File: src/rtl/seq_pkg.sv
// Shared definitions for the serial 1001 sequence family (generator and detectors).
package seq_pkg;

    typedef enum logic [1:0] {
        IDLE = 2'd0,
        SEND = 2'd1,
        GAP  = 2'd2
    } seq_state_t;

    localparam int         PAT_W_DEFAULT   = 4;
    localparam logic [3:0] PATTERN_DEFAULT = 4'b1001;

endpackage

File: src/rtl/seq_pattern_gen_1001_if.sv
// Burst request and serial output bundle between a pattern generator and its user.
interface seq_pattern_gen_1001_if #(
    parameter int CNT_W = 4,
    parameter int GAP_W = 3
);
    logic             start;
    logic [CNT_W-1:0] repeat_cnt;
    logic [GAP_W-1:0] gap_len;
    logic             data_out;
    logic             data_valid;
    logic             busy;
    logic             done;

    modport master (
        output start, repeat_cnt, gap_len,
        input  data_out, data_valid, busy, done
    );

    modport slave (
        input  start, repeat_cnt, gap_len,
        output data_out, data_valid, busy, done
    );
endinterface

File: src/rtl/seq_down_counter.sv
// Loadable down counter with a zero flag; load wins over decrement, never wraps below 0.
module seq_down_counter #(
    parameter int WIDTH = 4
) (
    input  logic             clk,
    input  logic             reset_n,
    input  logic             load_i,
    input  logic [WIDTH-1:0] load_val_i,
    input  logic             dec_i,
    output logic             zero_o
);
    logic [WIDTH-1:0] count_q, count_d;

    always_comb begin
        count_d = count_q;
        if (load_i)
            count_d = load_val_i;
        else if (dec_i && (count_q != '0))
            count_d = count_q - WIDTH'(1);
    end

    always_ff @(posedge clk or negedge reset_n) begin
        if (!reset_n)
            count_q <= '0;
        else
            count_q <= count_d;
    end

    assign zero_o = (count_q == '0);
endmodule

File: src/rtl/seq_pattern_gen_1001.sv
// Serialises a fixed pattern MSB first in bursts of repeat_cnt copies separated by gap_len idle cycles.
module seq_pattern_gen_1001
    import seq_pkg::*;
#(
    parameter int               PAT_W   = PAT_W_DEFAULT,
    parameter logic [PAT_W-1:0] PATTERN = PAT_W'(PATTERN_DEFAULT),
    parameter int               CNT_W   = 4,
    parameter int               GAP_W   = 3
) (
    input  logic                  clk,
    input  logic                  reset_n,
    seq_pattern_gen_1001_if.slave bus
);
    localparam int               IDX_W    = $clog2(PAT_W);
    localparam logic [IDX_W-1:0] LAST_IDX = IDX_W'(PAT_W - 1);

    seq_state_t       state_q, state_d;
    logic [IDX_W-1:0] bit_idx_q, bit_idx_d;
    logic [GAP_W-1:0] gap_len_q, gap_len_d;
    logic             data_out_q, data_out_d;
    logic             data_valid_q, data_valid_d;
    logic             busy_q, busy_d;
    logic             done_q, done_d;

    logic             reps_load, reps_dec, reps_zero;
    logic             gap_load, gap_dec, gap_zero;
    logic [CNT_W-1:0] reps_load_val;
    logic [PAT_W-1:0] pat_rev;

    // Reversed so that bit_idx addresses the transmit order directly.
    always_comb begin
        pat_rev = '0;
        for (int i = 0; i < PAT_W; i++)
            pat_rev[i] = PATTERN[PAT_W-1-i];
    end

    // Counters hold "remaining minus one" so the zero flag marks the final repetition/gap cycle.
    assign reps_load_val = (bus.repeat_cnt == '0) ? '0 : bus.repeat_cnt - CNT_W'(1);

    seq_down_counter #(.WIDTH(CNT_W)) u_reps (
        .clk        (clk),
        .reset_n    (reset_n),
        .load_i     (reps_load),
        .load_val_i (reps_load_val),
        .dec_i      (reps_dec),
        .zero_o     (reps_zero)
    );

    seq_down_counter #(.WIDTH(GAP_W)) u_gap (
        .clk        (clk),
        .reset_n    (reset_n),
        .load_i     (gap_load),
        .load_val_i (gap_len_q - GAP_W'(1)),
        .dec_i      (gap_dec),
        .zero_o     (gap_zero)
    );

    always_comb begin
        state_d      = state_q;
        bit_idx_d    = bit_idx_q;
        gap_len_d    = gap_len_q;
        data_out_d   = 1'b0;
        data_valid_d = 1'b0;
        busy_d       = 1'b0;
        done_d       = 1'b0;
        reps_load    = 1'b0;
        reps_dec     = 1'b0;
        gap_load     = 1'b0;
        gap_dec      = 1'b0;

        unique case (state_q)
            IDLE: begin
                // The done cycle is still IDLE but must not accept a new burst.
                if (bus.start && !done_q) begin
                    state_d      = SEND;
                    bit_idx_d    = '0;
                    gap_len_d    = bus.gap_len;
                    reps_load    = 1'b1;
                    data_out_d   = pat_rev[0];
                    data_valid_d = 1'b1;
                    busy_d       = 1'b1;
                end
            end
            SEND: begin
                if (bit_idx_q == LAST_IDX) begin
                    bit_idx_d = '0;
                    if (reps_zero) begin
                        state_d = IDLE;
                        done_d  = 1'b1;
                    end else begin
                        reps_dec = 1'b1;
                        busy_d   = 1'b1;
                        if (gap_len_q != '0) begin
                            state_d  = GAP;
                            gap_load = 1'b1;
                        end else begin
                            data_out_d   = pat_rev[0];
                            data_valid_d = 1'b1;
                        end
                    end
                end else begin
                    bit_idx_d    = bit_idx_q + IDX_W'(1);
                    data_out_d   = pat_rev[bit_idx_q + IDX_W'(1)];
                    data_valid_d = 1'b1;
                    busy_d       = 1'b1;
                end
            end
            GAP: begin
                busy_d = 1'b1;
                if (gap_zero) begin
                    state_d      = SEND;
                    bit_idx_d    = '0;
                    data_out_d   = pat_rev[0];
                    data_valid_d = 1'b1;
                end else begin
                    gap_dec = 1'b1;
                end
            end
            default: begin
                state_d   = IDLE;
                bit_idx_d = '0;
            end
        endcase
    end

    always_ff @(posedge clk or negedge reset_n) begin
        if (!reset_n) begin
            state_q      <= IDLE;
            bit_idx_q    <= '0;
            gap_len_q    <= '0;
            data_out_q   <= 1'b0;
            data_valid_q <= 1'b0;
            busy_q       <= 1'b0;
            done_q       <= 1'b0;
        end else begin
            state_q      <= state_d;
            bit_idx_q    <= bit_idx_d;
            gap_len_q    <= gap_len_d;
            data_out_q   <= data_out_d;
            data_valid_q <= data_valid_d;
            busy_q       <= busy_d;
            done_q       <= done_d;
        end
    end

    assign bus.data_out   = data_out_q;
    assign bus.data_valid = data_valid_q;
    assign bus.busy       = busy_q;
    assign bus.done       = done_q;
endmodule

File: src/flat_wrapper.sv
// flat-port wrapper written by rule: the top's interface ports become plain ports
module seq_pattern_gen_1001_flat import seq_pkg::*;
#(
    parameter int               PAT_W   = PAT_W_DEFAULT,
    parameter logic [PAT_W-1:0] PATTERN = PAT_W'(PATTERN_DEFAULT),
    parameter int               CNT_W   = 4,
    parameter int               GAP_W   = 3
)
  (clk, reset_n, bus_start, bus_repeat_cnt, bus_gap_len, bus_data_out, bus_data_valid, bus_busy, bus_done);
  seq_pattern_gen_1001_if #(.CNT_W(CNT_W), .GAP_W(GAP_W)) bus_i ();
  input  logic clk;
  input  logic reset_n;
  input wire logic [$bits(bus_i.start)-1:0] bus_start;
  input wire logic [$bits(bus_i.repeat_cnt)-1:0] bus_repeat_cnt;
  input wire logic [$bits(bus_i.gap_len)-1:0] bus_gap_len;
  output wire logic [$bits(bus_i.data_out)-1:0] bus_data_out;
  output wire logic [$bits(bus_i.data_valid)-1:0] bus_data_valid;
  output wire logic [$bits(bus_i.busy)-1:0] bus_busy;
  output wire logic [$bits(bus_i.done)-1:0] bus_done;
  assign bus_i.start = bus_start;
  assign bus_i.repeat_cnt = bus_repeat_cnt;
  assign bus_i.gap_len = bus_gap_len;
  assign bus_data_out = bus_i.data_out;
  assign bus_data_valid = bus_i.data_valid;
  assign bus_busy = bus_i.busy;
  assign bus_done = bus_i.done;
  seq_pattern_gen_1001 #(.PAT_W(PAT_W), .PATTERN(PATTERN), .CNT_W(CNT_W), .GAP_W(GAP_W)) u_core (.clk(clk), .reset_n(reset_n), .bus(bus_i));
endmodule
File: config.mk
export PLATFORM = sky130hd
export DESIGN_NAME = seq_pattern_gen_1001_flat
export DESIGN_NICKNAME = d
export VERILOG_FILES = /design/src/rtl/seq_pkg.sv /design/src/rtl/seq_pattern_gen_1001_if.sv /design/src/rtl/seq_down_counter.sv /design/src/rtl/seq_pattern_gen_1001.sv /design/src/flat_wrapper.sv
export SDC_FILE = /design/constraint.sdc
export NUM_CORES = 1
export LEC_CHECK = 0
export CAP_MARGIN = 5
export CORE_ASPECT_RATIO = 1.1
export CORE_MARGIN = 10
export CORE_UTILIZATION = 52
export CTS_CLUSTER_DIAMETER = 60
export DETAILED_ROUTE_END_ITERATION = 7
export PLACE_DENSITY = 0.77
export SYNTH_ARGS = -nofsm -noshare
export SYNTH_HDL_FRONTEND = slang
export SYNTH_SLANG_ARGS = --single-unit
export TNS_END_PERCENT = 5
File: constraint.sdc
create_clock -name clk -period 3.15 [get_ports clk]
set_clock_uncertainty 0.1 [all_clocks]
set_input_delay 0.4725 -clock clk [delete_from_list [all_inputs] [get_ports clk]]
set_output_delay 0.4725 -clock clk [all_outputs]
set_load 0.02 [all_outputs]
## Word-level counts from Yosys, hierarchy flattened

Cells that the tools add are included.

| storage, ports and cells | value |
|---|---|
| logic and storage cells | 78 |
| register bits | 18 |
| output and inout port bits | 4 |
| input bits | 10 |

| cells by class | value |
|---|---|
| add/subtract/negate cells | 5 |
| muxes and demuxes | 40 |
| reductions and logical operators | 16 |
| magnitude comparators | 1 |
| equality and inequality tests | 7 |

Operators by type and width:

| kind | count |
|---|---|
| $mux 1 | 21 |
| $mux 2 | 8 |
| $mux 4 | 3 |
| $pmux 2 s3 | 2 |
| $pmux 1 s3 | 3 |
| $logic_not 4->1 | 2 |
| $sub 4x1->4 const B | 2 |
| $mux 3 | 2 |
| $ne 2x1->1 const B | 3 |
| $reduce_bool 3->1 | 2 |
| $sub 3x1->3 const B | 2 |
| $eq 2x2->1 const B | 2 |
| $reduce_and 2->1 | 2 |
| $reduce_and 4->1 | 1 |
| $reduce_bool 2->1 | 2 |
| $reduce_bool 4->1 | 1 |
| $logic_and 1x1->1 | 3 |
| $logic_not 3->1 | 1 |
| $lt 2x3->1 const B | 1 |
| $ne 3x1->1 const B | 1 |
| $add 2x1->2 const B | 1 |
| $bmux 1 s2 | 1 |
| $eq 2x1->1 const B | 1 |
| $logic_not 2->1 | 1 |
| $logic_not 1->1 | 1 |

## Logic depth before layout (Yosys ltp)

Gate-level depths: netlist of run 1.

| logic depth | value |
|---|---|
| word-level depth | 7 |
| depth in mapped cells | 9 |
| mapped depth without buffers | 9 |

## By module

Synthesis of run 1 repeated with hierarchy kept, for this count alone.

| unflattened totals | value |
|---|---|
| cell total of the unflattened synthesis | 109 |
| area total of the unflattened synthesis | 1113.6 um^2 |

Modules (own cells, without submodules):

| module | cells an instance | times used | area an instance (um^2) | sequential area each (um^2) |
|---|---|---|---|---|
| seq_pattern_gen_1001 | 63 | 1 | 653.1 | 275.3 |
| seq_down_counter (u_core.u_reps) | 27 | 1 | 270.3 | 100.1 |
| seq_down_counter (u_core.u_gap) | 19 | 1 | 190.2 | 75.1 |

## Least setup slack after synthesis of run 1

OpenSTA, ideal clock, no wires.

| path | value |
|---|---|
| path type | register to register |
| start point | register u_core.u_reps.count_q[0] |
| end point | register u_core.u_gap.count_q[2] |
| path buffers | 0 |
| path slack | 0.851 ns |
| library setup time | 0.087 ns |
| clock period less this slack | 2.299 ns |
| data arrival time | 2.112 ns |
| stages on the path, launching flop included | 10 |
| path through | dfrtp_1 inv_1 ha_1 or3b_4 nand3_4 mux2i_1 ha_1 inv_1 or4_1 o211ai_1 |

| between the ends | value |
|---|---|
| longest elaborated chain between the ends | 5 |
| elaborated cells on any way between the ends | 6 |
| classes of those cells | 4 x mux; 2 x reduce/logical |

RTL lines:

| item | RTL line | text |
|---|---|---|
| start, declared | seq_down_counter.sv:12 | `logic [WIDTH-1:0] count_q, count_d;` |
| start signal, assigned | seq_down_counter.sv:26 | `count_q <= count_d;` |
| $logic_not 4->1 (*) | seq_down_counter.sv:29 | `assign zero_o = (count_q == '0);` |
| $mux 1 (*) | seq_pattern_gen_1001.sv:87 | `if (reps_zero) begin` |
| $mux 1 (*) | seq_pattern_gen_1001.sv:85 | `if (bit_idx_q == LAST_IDX) begin` |
| $mux 1 (*) | seq_pattern_gen_1001.sv:71 | `unique case (state_q)` |
| $mux 3 or $reduce_bool 2->1 (tied branches) | n/a |  |
| end signal, assigned | seq_down_counter.sv:26 |  |
| end, declared | seq_down_counter.sv:12 |  |

Every way passes the cells marked *; elsewhere a longest branch is shown, timed or not.
A chain may end at the register's enable or synchronous reset.

## Worst setup path in the final report of run 1

| path | value |
|---|---|
| start point | register u_core.u_reps.count_q[1] |
| end point | register u_core.u_gap.count_q[2] |

The elaborated chain is that of the path after synthesis.

==> results list, run 1 <==
* Number of enable-type register cells in the synthesized netlist: 0
- Post-route setup TNS: 0 ps
- Port buffering added 13 buffers.
- Of all cell types, the one taking the most synthesized area is sky130_fd_sc_hd__dfrtp_1.
- The netlist uses 37 different library cells.
- In the global route stage, overall resource usage came out at around 10%.
- For this run, the slowest stage of the critical path takes 500 ps.
* Count of yosys warnings during synthesis: 0
* Yosys top cell area share: 45.3%
* Area delta synth->final: 18.8%
- Worst hold-check path type: flip-flop to flip-flop
- The worst setup path is captured at a flip-flop.
- Top FF cell, synth: sky130_fd_sc_hd__dfrtp_1
- Number of antenna cells inserted: 0
* Highest routed metal layer: met4
- Number of fill cells in the layout: roughly 150
- R2R depth: 9
* Number of buffers inserted by post-CTS setup repair: 0
* Global-route wire length before repair: between 3000 and 4000 um
* Wire length reported by the detailed router: about 1900 um
- CTS root buf: sky130_fd_sc_hd__clkbuf_4
- Data on the critical path is required at its endpoint by approximately 3300 ps.
- Die Wd: ~62 um
- Antenna violations before repair: 0
* Detailed router's first-iteration violation count: 28
* Standard-cell row count: 16
* Average via count per standard cell: 5.81
* DP HPWL: about 1500 um
- Fraction of layout instances using a drive strength above 1: around an eighth
- Post-synthesis async set-or-reset flop share: 100%
* Finished Core Util: about 65%
- Worst Path Arrival: ~2600 ps
- The clock passes through at most 2 buffers.
* Via count of the routed design: between 700 and 800
- Cells resized by post-CTS repair: 0
* Vias in the first global route: between 700 and 800
- 14 I/O pins were placed.
- Tracing the worst setup path back leads to its startpoint at u_core.u_reps.count_q[1].
* Synthesized cell area: 993 um^2
- Final setup fails: 0
- Number of nets in the synthesized netlist: 112
* Mean routed wirelength per cell: 14.0 um
- Capturing element of the worst setup path: u_core.u_gap.count_q[2]
- Number of synthesized register bits: 18
* Routed met2 length: a little over 900 um
* Final slew viol count: 0
* Largest fanout of any net on the critical path: 4
- Maximum resistive drop on vdd: roughly 0.00052 V
* Crit path kind: flip-flop to flip-flop
- Effective utilization at floorplan: a little under three fifths
* Die Height: between 60 and 70 um
- Count leader, synth: sky130_fd_sc_hd__dfrtp_1
- Max-Cap Viols: 0
- Final standard cell area without fillers: approximately 1200 um^2
* Post-synthesis cell count: 99
* Proportion of synthesized chip area in sequential cells: 45.3%
* Cell area power density: 937 nW/um^2
- After detailed routing, the wire length on met1 is 856 um.
- The floorplan step defined a die boundary enclosing between 4000 and 5000 um^2.
* Crit Reg-Reg Endpoint: u_core.u_gap.count_q[2]
- Reg2reg setup slack: 700 ps
- Traced cell by cell, the critical path runs through inv_1 > ha_1 > nor3b_1 > nor2_1 > a22oi_1 > ha_1 > inv_1 > or4_1 > o211ai_1.
- In this run the number of H-tree levels came out at 1.
- Clock latency on the worst-skew pair, taken at its later pin, is around 280 ps.
* Final global-route overflow total: 0
- A synthesized cell averages 10.0 um^2.
* Antenna-violating nets left: 0
* Area of the core region: between 1500 and 2000 um^2
* Pin count of the biggest net entering global routing: 19
* Highest clock frequency the design can meet: between 400 and 500 MHz
- Tightest Pin Transition: 786 ps
* Hold_buf cts: 0
* CTS tree: done
- Counting every sink on the clock net gives 18.
- After layout, the minimum clock period comes to 2450 ps.
* Net count reported at finish: 129
* Max-Slew Margin vs Limit: 47.5%
- The first detailed-routing pass ran for 4 iterations.
* Cell area after placement: between 1000 and 1500 um^2
* Reg clk slew, reported paths: ~100 ps
- Leakage power total: approximately 0.50 nW
- After detailed routing, the met3 layer carries ~76 um of wire.
* Startpoint type of the worst setup path: flip-flop
* Fin crit share: between 70 and 80%
- Worst R2R Start: u_core.u_reps.count_q[1]
- Slowest stage cell on the critical path: sky130_fd_sc_hd__or4_1
- Number of endpoints with negative hold slack in the final report: 0
- Clock tree synthesis inserted a total of 3 buffers.
- At the end of routability-driven placement, the weighted congestion stood at 0.773.
- Leading cell types by count after synthesis: sky130_fd_sc_hd__dfrtp_1 (18), sky130_fd_sc_hd__nand2_1 (12), sky130_fd_sc_hd__nor2_1 (10)
- The tightest hold path in the finished design has a slack of ~430 ps.
- Result of the run: complete, no violations
- Unrepaired setup endpoints after global routing: false
* Main area contributors after synthesis: sky130_fd_sc_hd__dfrtp_1 (45%), sky130_fd_sc_hd__nand2_1 (4.5%), sky130_fd_sc_hd__ha_1 (3.8%)
* Post-route DRC: 0
[worst max-delay path, delay by kind of cell, from the launching register on]
kind | cells | cell delay (ps)
and+or+nand+nor | 3 | 1020
adders and majority gates | 2 | 410
DFF | 1 | 390
AOI/OAI and AO/OA | 2 | 310
buffers and inverters | 2 | 150
[flip-flops by register name, summed over array words and instances, names as in the netlist]
signal                 cells
u_core.u_reps.count_q      4
u_core.gap_len_q           3
u_core.u_gap.count_q       3
u_core.bit_idx_q           2
u_core.state_q             2
u_core.bus.busy            1
u_core.bus.data_out        1
u_core.bus.data_valid      1
u_core.bus.done            1
[where the power goes]
group	internal [mW]	total [mW]	leakage, nW	switching [mW]
Sequential	0.341	0.445	0.218	0.104
Combinational	0.260	0.523	0.261	0.263
Clock	0.0702	0.138	0.0210	0.0674
[cell type report]
type / count / area, um^2 / area share, %
Clock buffer: 4 / 36.3 / 3.08
Multi-Input combinational cell: 73 / 510 / 43.3
Timing Repair Buffer: 14 / 138 / 11.7
Tap cell: 18 / 22.5 / 1.91
Sequential cell: 18 / 450 / 38.2
Inverter: 6 / 22.5 / 1.91
[worst min path at each step]
stage	from	to	slack, ps	cells past startpoint
2_1_floorplan	reset_n	u_core.bit_idx_q[0]	80	0
3_3_place_gp	u_core.gap_len_q[1]	u_core.gap_len_q[1]	390	1
3_5_place_dp	u_core.gap_len_q[1]	u_core.gap_len_q[1]	410	1
4_1_cts	u_core.gap_len_q[1]	u_core.gap_len_q[1]	430	1
5_1_grt	u_core.gap_len_q[1]	u_core.gap_len_q[1]	460	1
6_report	u_core.gap_len_q[1]	u_core.gap_len_q[1]	430	1
[per-layer routing]
layer  track usage [%]  up-vias
met4              3.35        0
met1              11.9      376
met3              2.69        2
li1                  -      385
met2              17.1       10
met5                 0        -
[cells by family (layout without fill, tap and decap cells)]
group / after synthesis / count (layout) / share of synthesized area (%)
compound gates: 19 / 19 / 14.2
xor+xnor: 4 / 4 / 3.53
fa+ha+maj: 3 / 3 / 3.78
buf+inv: 8 / 24 / 3.27
simple gates: 42 / 42 / 24.4
flops: 18 / 18 / 45.3
mux: 5 / 5 / 5.42
[placed cells by master (no fill, tap or decap), drive strengths merged, types with 2 or more instances in the layout]
| master | synthesis | routed |
|---|---|---|
| nor3 | 3 | 3 |
| mux2i | 2 | 2 |
| inv | 6 | 6 |
| o211ai | 2 | 2 |
| nand2 | 12 | 12 |
| nor2 | 10 | 10 |
| xnor2 | 3 | 3 |
| ha | 3 | 3 |
| a21oi | 3 | 3 |
| o311ai | 3 | 3 |
| nand2b | 2 | 2 |
| or3 | 2 | 2 |
| nor3b | 3 | 3 |
| o21ai | 6 | 6 |
| clkbuf | 0 | 4 |
| dfrtp | 18 | 18 |
| a22oi | 4 | 4 |
| mux2 | 3 | 3 |
| clkdlybuf4s50 | 0 | 13 |
[through the flow]
| stage | setup WS [ps] | std cells | power [mW] |
|---|---|---|---|
| final | 701 | 133 | 1.11 |
| after floorplan | 851 | 99 | 0.831 |
| after global routing | 526 | 133 | 1.20 |
| after CTS | 692 | 133 | 1.12 |
| after detailed placement | 727 | 129 | 0.977 |
| after global placement | 815 | 129 | 0.952 |
(Power assumes the default switching activity.)
==> inputs of run 2 (changes only) <==
==> constraint.sdc (replaced) <==
create_clock -name clk -period 2.3 [get_ports clk]
set_clock_uncertainty 0.1 [all_clocks]
set_input_delay 0.345 -clock clk [delete_from_list [all_inputs] [get_ports clk]]
set_output_delay 0.345 -clock clk [all_outputs]
set_load 0.02 [all_outputs]
==> run 2 against run 1 <==
Compared with the run above:
- count of clock-buffer cells in the layout stayed put
- hold slack worse by 180 ps
- via count increased by 5.4%
- maximum frequency rose by 9.7%
- highest routed layer unchanged
==> results list, run 2 (synthesized netlist as in run 1, its figures left out) <==
- Leakage power total: 0.557 nW (+11%)
- Die area: 4060 um^2 (unchanged)
* Final slew viol count: 0 (unchanged)
* Largest register FFs: 4 (unchanged)
* Average via count per standard cell: 5.62 (-3.3%)
* Cell repeated most along the worst path: sky130_fd_sc_hd__inv_2
- The tree is rooted in a sky130_fd_sc_hd__clkbuf_4.
- Antenna violations before repair: 0 (unchanged)
- Count of pins on the block boundary: 14 (unchanged)
- Unrepaired setup endpoints after global routing: true
- Area delta synth->final: 29.3%
* Fraction of layout instances using a drive strength above 1: 24.4% (+12 points)
* R2R depth: 9 (unchanged)
- Setup crit start: u_core.u_reps.count_q[1]
* Mean routed wirelength per cell: 14.8 um (+5.1%)
- Area of the core region: 1800 um^2 (unchanged)
- Detailed router's first-iteration violation count: 27 (-3.6%)
- Busiest layer in global routing: met2
- Fraction of power consumed by sequential logic: 34.7% (-5.5 points)
- CTS tree: done
* Effective utilization at floorplan: 55.1% (unchanged)
* Htree depth: 1 (unchanged)
* Highest clock frequency the design can meet: 448 MHz (+9.7%)
- All-Layer GR Usage: 11.3% (+1.1 points)
- Maximum resistive drop on vdd: 0.000765 V (+48%)
* DP HPWL: 1700 um (+15%)
- The final antenna-violating net count was 0 (unchanged).
- The total vias in the final route was 815 (+5.4%).
- The final estimated routing congestion in global placement came to 0.868 (+12%).
* Share of total power consumed by net switching: 38.8% (-0.54 points)
- Tmin final: 2230 ps (-217 ps)
* Number of antenna cells inserted: 0 (unchanged)
- Grt met3 use: 2.50% (-0.19 points)
- Worst R2R Start: u_core.u_reps.count_q[1]
- The detailed-route DRC error count came to 0 (unchanged).
- The number of global-route vias before repair is 831 (+6.0%).
- The global-route wire length before repair was 3530 um (+7.6%).
- Startpoint type of the worst setup path: flip-flop
- The power density over the cells was 1320 nW/um^2 (+41%).
* Number of endpoints with negative hold slack in the final report: 0 (unchanged)
- Most frequent standard cell in the layout excluding fill and tap cells: sky130_fd_sc_hd__dfrtp_1
* Final global-route overflow total: 0 (unchanged)
* Capturing element type of the critical path: flip-flop
* Net count reported at finish: 141 (+9.3%)
* Fin crit share: 97.1% (+19 points)
- Pin count of the biggest net entering global routing: 12 (-7)
* Net switching power: 658 uW (+51%)
* Die Wd: 61.7 um (unchanged)
- The largest individual stage delay along the critical path comes from the cell sky130_fd_sc_hd__dfrtp_1.
- Walking the worst path, the cells encountered are inv_2 > ha_4 > or3b_4 > nand3_4 > mux2i_1 > ha_2 > inv_2 > or4_1 > o211ai_1.
- Total placed cells including tap cells: 138 (+7.0%)
- Worst-skew pair later-pin latency: 290 ps (about the same)
- The TritonCTS buffer count came to 3 (unchanged).
* Tightest Pin Transition: 453 ps (-333 ps)
* Crit path kind: flip-flop to flip-flop
* Power share of the combinational group: 53.7% (+6.4 points)
* Worst Path Arrival: 2350 ps (-210 ps)
- Top Registers: u_core.u_reps.count_q x4, u_core.gap_len_q x3, u_core.u_gap.count_q x3
- Max-Slew Margin vs Limit: 69.7% (+22 points)
- Final setup fails: 0 (unchanged)
- The run finished with clean final reports.
- The number of rows created at floorplan was 16 (unchanged).
- The total length of routed wires came to 2140 um (+15%).
* Largest fanout of any net on the critical path: 4 (unchanged)
- The internal power consumption was 1.04 mW (+55%).
- The clock net sink count was 18 (unchanged).
- Met2 layer usage reported by global route: 18.7% (+1.7 points)
* Max-Cap Viols: 0 (unchanged)
* Worst endpoint required time: 2410 ps (-850 ps)
- The overall die height was 65.8 um (unchanged).
* Hold_buf cts: 0 (unchanged)
* Clock Path Buffers: 2 (unchanged)
- Largest register by flop count: u_core.u_reps.count_q
- GR Layer Usage met1: 13.3% (+1.4 points)
- Peak per-stage delay on the critical path: 410 ps (-90 ps)
* Share of power burned in the clock network: 11.6% (-0.8 points)
- The power consumption was 1.70 mW (+53%).
- Worst hold-check path type: primary input to asynchronous set/reset pin
* DR pass1 iterations: 4 (unchanged)
* Reg clk slew, reported paths: 100 ps (about the same)
- The count of placed standard cells in the final layout, fillers left out is 145 (+9.0%).
* Count of buffers inserted at the top-level ports: 13 (unchanged)
- Most used cells in the layout excluding fill and tap cells: sky130_fd_sc_hd__dfrtp_1 (18), sky130_fd_sc_hd__clkdlybuf4s50_1 (13), sky130_fd_sc_hd__buf_4 (13), sky130_fd_sc_hd__nand2_1 (12), sky130_fd_sc_hd__nor2_1 (10)
## run 2: final cells by class
type | count | area (um^2)
clock buffers | 4 | 36.3
repair buffers | 26 | 228
multi-input cells | 73 | 526
flip-flops and latches | 18 | 450
fillers | 133 | 517
well taps | 18 | 22.5
inverters | 6 | 22.5
## run 2: path summary, 6_finish.rpt
path	endpoint	slack, ps
setup / recovery	u_core.u_gap.count_q[2]	70
hold / removal	u_core.bus.busy	250
setup reg to reg	u_core.u_gap.count_q[2]	70
hold reg to reg	u_core.gap_len_q[1]	420
max in group asynchronous	u_core.gap_len_q[2]	1360
min in group clk	u_core.gap_len_q[1]	420
## run 2: critical path, delay by kind of cell, from the launching register on
kind | cells | cell delay, ps
buffers and inverters | 2 | 130
adders and majority gates | 2 | 350
DFF | 1 | 410
and+or+nand+nor | 3 | 860
AOI/OAI and AO/OA | 1 | 110
muxes | 1 | 200
## run 2: power by group through the flow
stage	combinational [mW]	sequential, mW	clock [mW]
after floorplan	0.537	0.601	0
after global placement	0.810	0.583	0
after detailed placement	0.843	0.593	0
after CTS	0.899	0.588	0.200
after global routing	1.01	0.609	0.214
final	0.911	0.589	0.196
## run 2: metal layers
metal	wire length (um)	part of all wire [%]
met2	1040	49
met1	966	45
met5	0	0
met4	37	1.7
met3	94	4.4
## run 2: timing repair
action	in CTS	in global routing
hold endpoints to repair	0	0
pin swaps	2	1
endpoints found under the setup margin	1	1
resized for setup	5	1
buffers inserted	2	1
## run 2: metrics by stage
stage	setup WS (ps)	hold slack [ps]	setup TNS (ps)	cell area (um^2)	utilization (%)
floorplan	1.43	-50.6	0	993	-
global placement	54.2	394	0	1210	67.2
detailed placement	-79.6	398	-79.6	1210	67.2
CTS	47.2	258	0	1280	70.9
global route	-50.9	277	-50.9	1280	71.3
finish	67.3	252	0	1280	71.3
==> variant: new RTL, flow settings as in run 1 <==
The package constant `PAT_W_DEFAULT` goes from 4 to 8.
--- a/src/rtl/seq_pkg.sv
+++ b/src/rtl/seq_pkg.sv
@@ -8,5 +8,5 @@
     } seq_state_t;
 
-    localparam int         PAT_W_DEFAULT   = 4;
+    localparam int         PAT_W_DEFAULT   = 8;
     localparam logic [3:0] PATTERN_DEFAULT = 4'b1001;
 
Check against the original RTL: not equivalent (a bounded check fails within 4 cycles, from zero or initial values and one cycle with reset_n low).
==> variant against run 1 <==
  * Sequential cell count increased by 1
  * Total power down 4.5%
  * Design area grew 4.2%
  * Critical path depth did not move
  * Setup slack improved by 0.083 ns
  * Worst hold slack got worse by 0.0079 ns
  * Sequential power is essentially flat
  * Area after synthesis rose by 5.7%
  * Die area increased by 3.9%
  * Fmax increased by 3.5%
  * Sequential share of layout area increased by 0.48 points
  * Routed wire length increased by 4.5%
==> variant: results (changes against run 1) <==
[status]
status = complete, no violations

[finish]
instances_no_fill = 145  ; +9.0%
final-clk-cell-share = 0.0214  ; -0.00939
nFillCells = 176  ; +21%
final-nonclk-buf-share = 0.118  ; +0.00136
buffers_excl_clock = 15  ; +1
antenna_cells = 0  ; unchanged
drive_above_1_share = 0.111  ; -0.0106
sequential_cell_total = 19  ; +1
multi_input_area_um2 = 526  ; +2.9%
final-seq-area_um2 = 475  ; +5.6%
finalNetCount = 133  ; +3.1%
top_register = u_core.u_reps.count_q

[power_and_ir_drop]
p_per_area_nw_per_um2 = 859  ; -8.4%
leakage_nw = 0.506  ; +1.1%
ir_drop_v = 0.000490  ; -5.1%
pg_comb_mw = 0.488  ; -6.7%
switching_share = 0.384  ; -0.00939
pwr-share-seq = 0.422  ; +0.020

[place]
place_inst = 141  ; +9.3%
hpwlAfterDp_um = 1550  ; +4.8%
pre_cts_slack_ns = 0.826  ; +0.0987 ns
routabilityCongestion = 0.888  ; +15%

[synth]
yosys-top-cells-area = dfrtp_1 45%, ha_1 6.0%, mux2i_1 3.8%, o21ai_0 3.3%, a21oi_1 2.9%
ys_warn_count = 0  ; unchanged
syn-num-nets = 117  ; +4.5%
yosysSeqAreaShare = 0.453  ; -0.000480
syn_inst = 102  ; +3.0%
ys_types = 38  ; +2.7%

[grt]
grt_pass1_wl_um = 3520  ; +7.2%
grt_usage = 0.101  ; about the same
grt_pass1_vias = 793  ; +1.1%
grt_max_degree = 20  ; +1
antenna_found_initial = 0  ; unchanged

[route]
wl_met1_um = 928  ; +8.4%
wl_um = 1950  ; +4.5%
wl_met3_um = 69  ; -9.2%
vias = 800  ; +3.5%
routed-wl-met2_um = 923  ; +0.54%

[setup_path]
cp.arrival_ns = 2.45  ; -0.11 ns
crit_fanout = 7  ; +3

[clocking]
cts_root_buf = clkbuf_4
clkLatencyLatePin_ns = 0.30  ; +0.02 ns

[sta]
worstMarginPinSlew_ns = 0.804  ; +0.0184 ns

-- variant: cells by family after synthesis --
family,Yosys count,synth area share
flip-flops,19,0.453
multiplexers,7,0.0703
AND/OR/NAND/NOR,33,0.188
adder cells (fa/ha/maj),5,0.0596
XOR/XNOR,5,0.0417
AO/OA/AOI/OAI,23,0.141
buffers and inverters,10,0.0465
-- variant: critical path, stage by stage (launching register included) --
cell,delay (ns)
dfrtp_1,0.40
inv_1,0.09
ha_1,0.18
or3b_4,0.42
and4_4,0.23
mux2i_1,0.16
ha_1,0.22
a21oi_1,0.08
a311oi_1,0.29
a21oi_1,0.07
-- variant: routing by layer --
layer / GRT usage / vias to the layer above
li1: - / 395
met3: 0.0268 / 3
met1: 0.123 / 386
met2: 0.164 / 16
met4: 0.0503 / 0
met5: 0 / -
-- variant: worst paths after layout --
path,startpoint,to,slack [ns],cells after the start
worst max-delay path,u_core.u_reps.count_q[0],u_core.u_gap.count_q[2],0.78,9
worst min-delay path,u_core.bit_idx_q[1],u_core.bit_idx_q[1],0.42,1
worst max register to register,u_core.u_reps.count_q[0],u_core.u_gap.count_q[2],0.78,9
worst min register to register,u_core.bit_idx_q[1],u_core.bit_idx_q[1],0.42,1
max in group asynchronous,reset_n,u_core.u_reps.count_q[3],1.92,1
min in group asynchronous,reset_n,u_core.bus.busy,0.53,1
-- variant: through the flow --
| stage | utilization | hold slack (ns) | instance area [um2] |
|---|---|---|---|
| global route | 0.629 | 0.446 | 1230 |
| global placement | 0.615 | 0.378 | 1200 |
| floorplan | - | 0.0769 | 1050 |
| CTS | 0.629 | 0.424 | 1230 |
| finish | 0.629 | 0.423 | 1230 |
| detailed placement | 0.615 | 0.401 | 1200 |
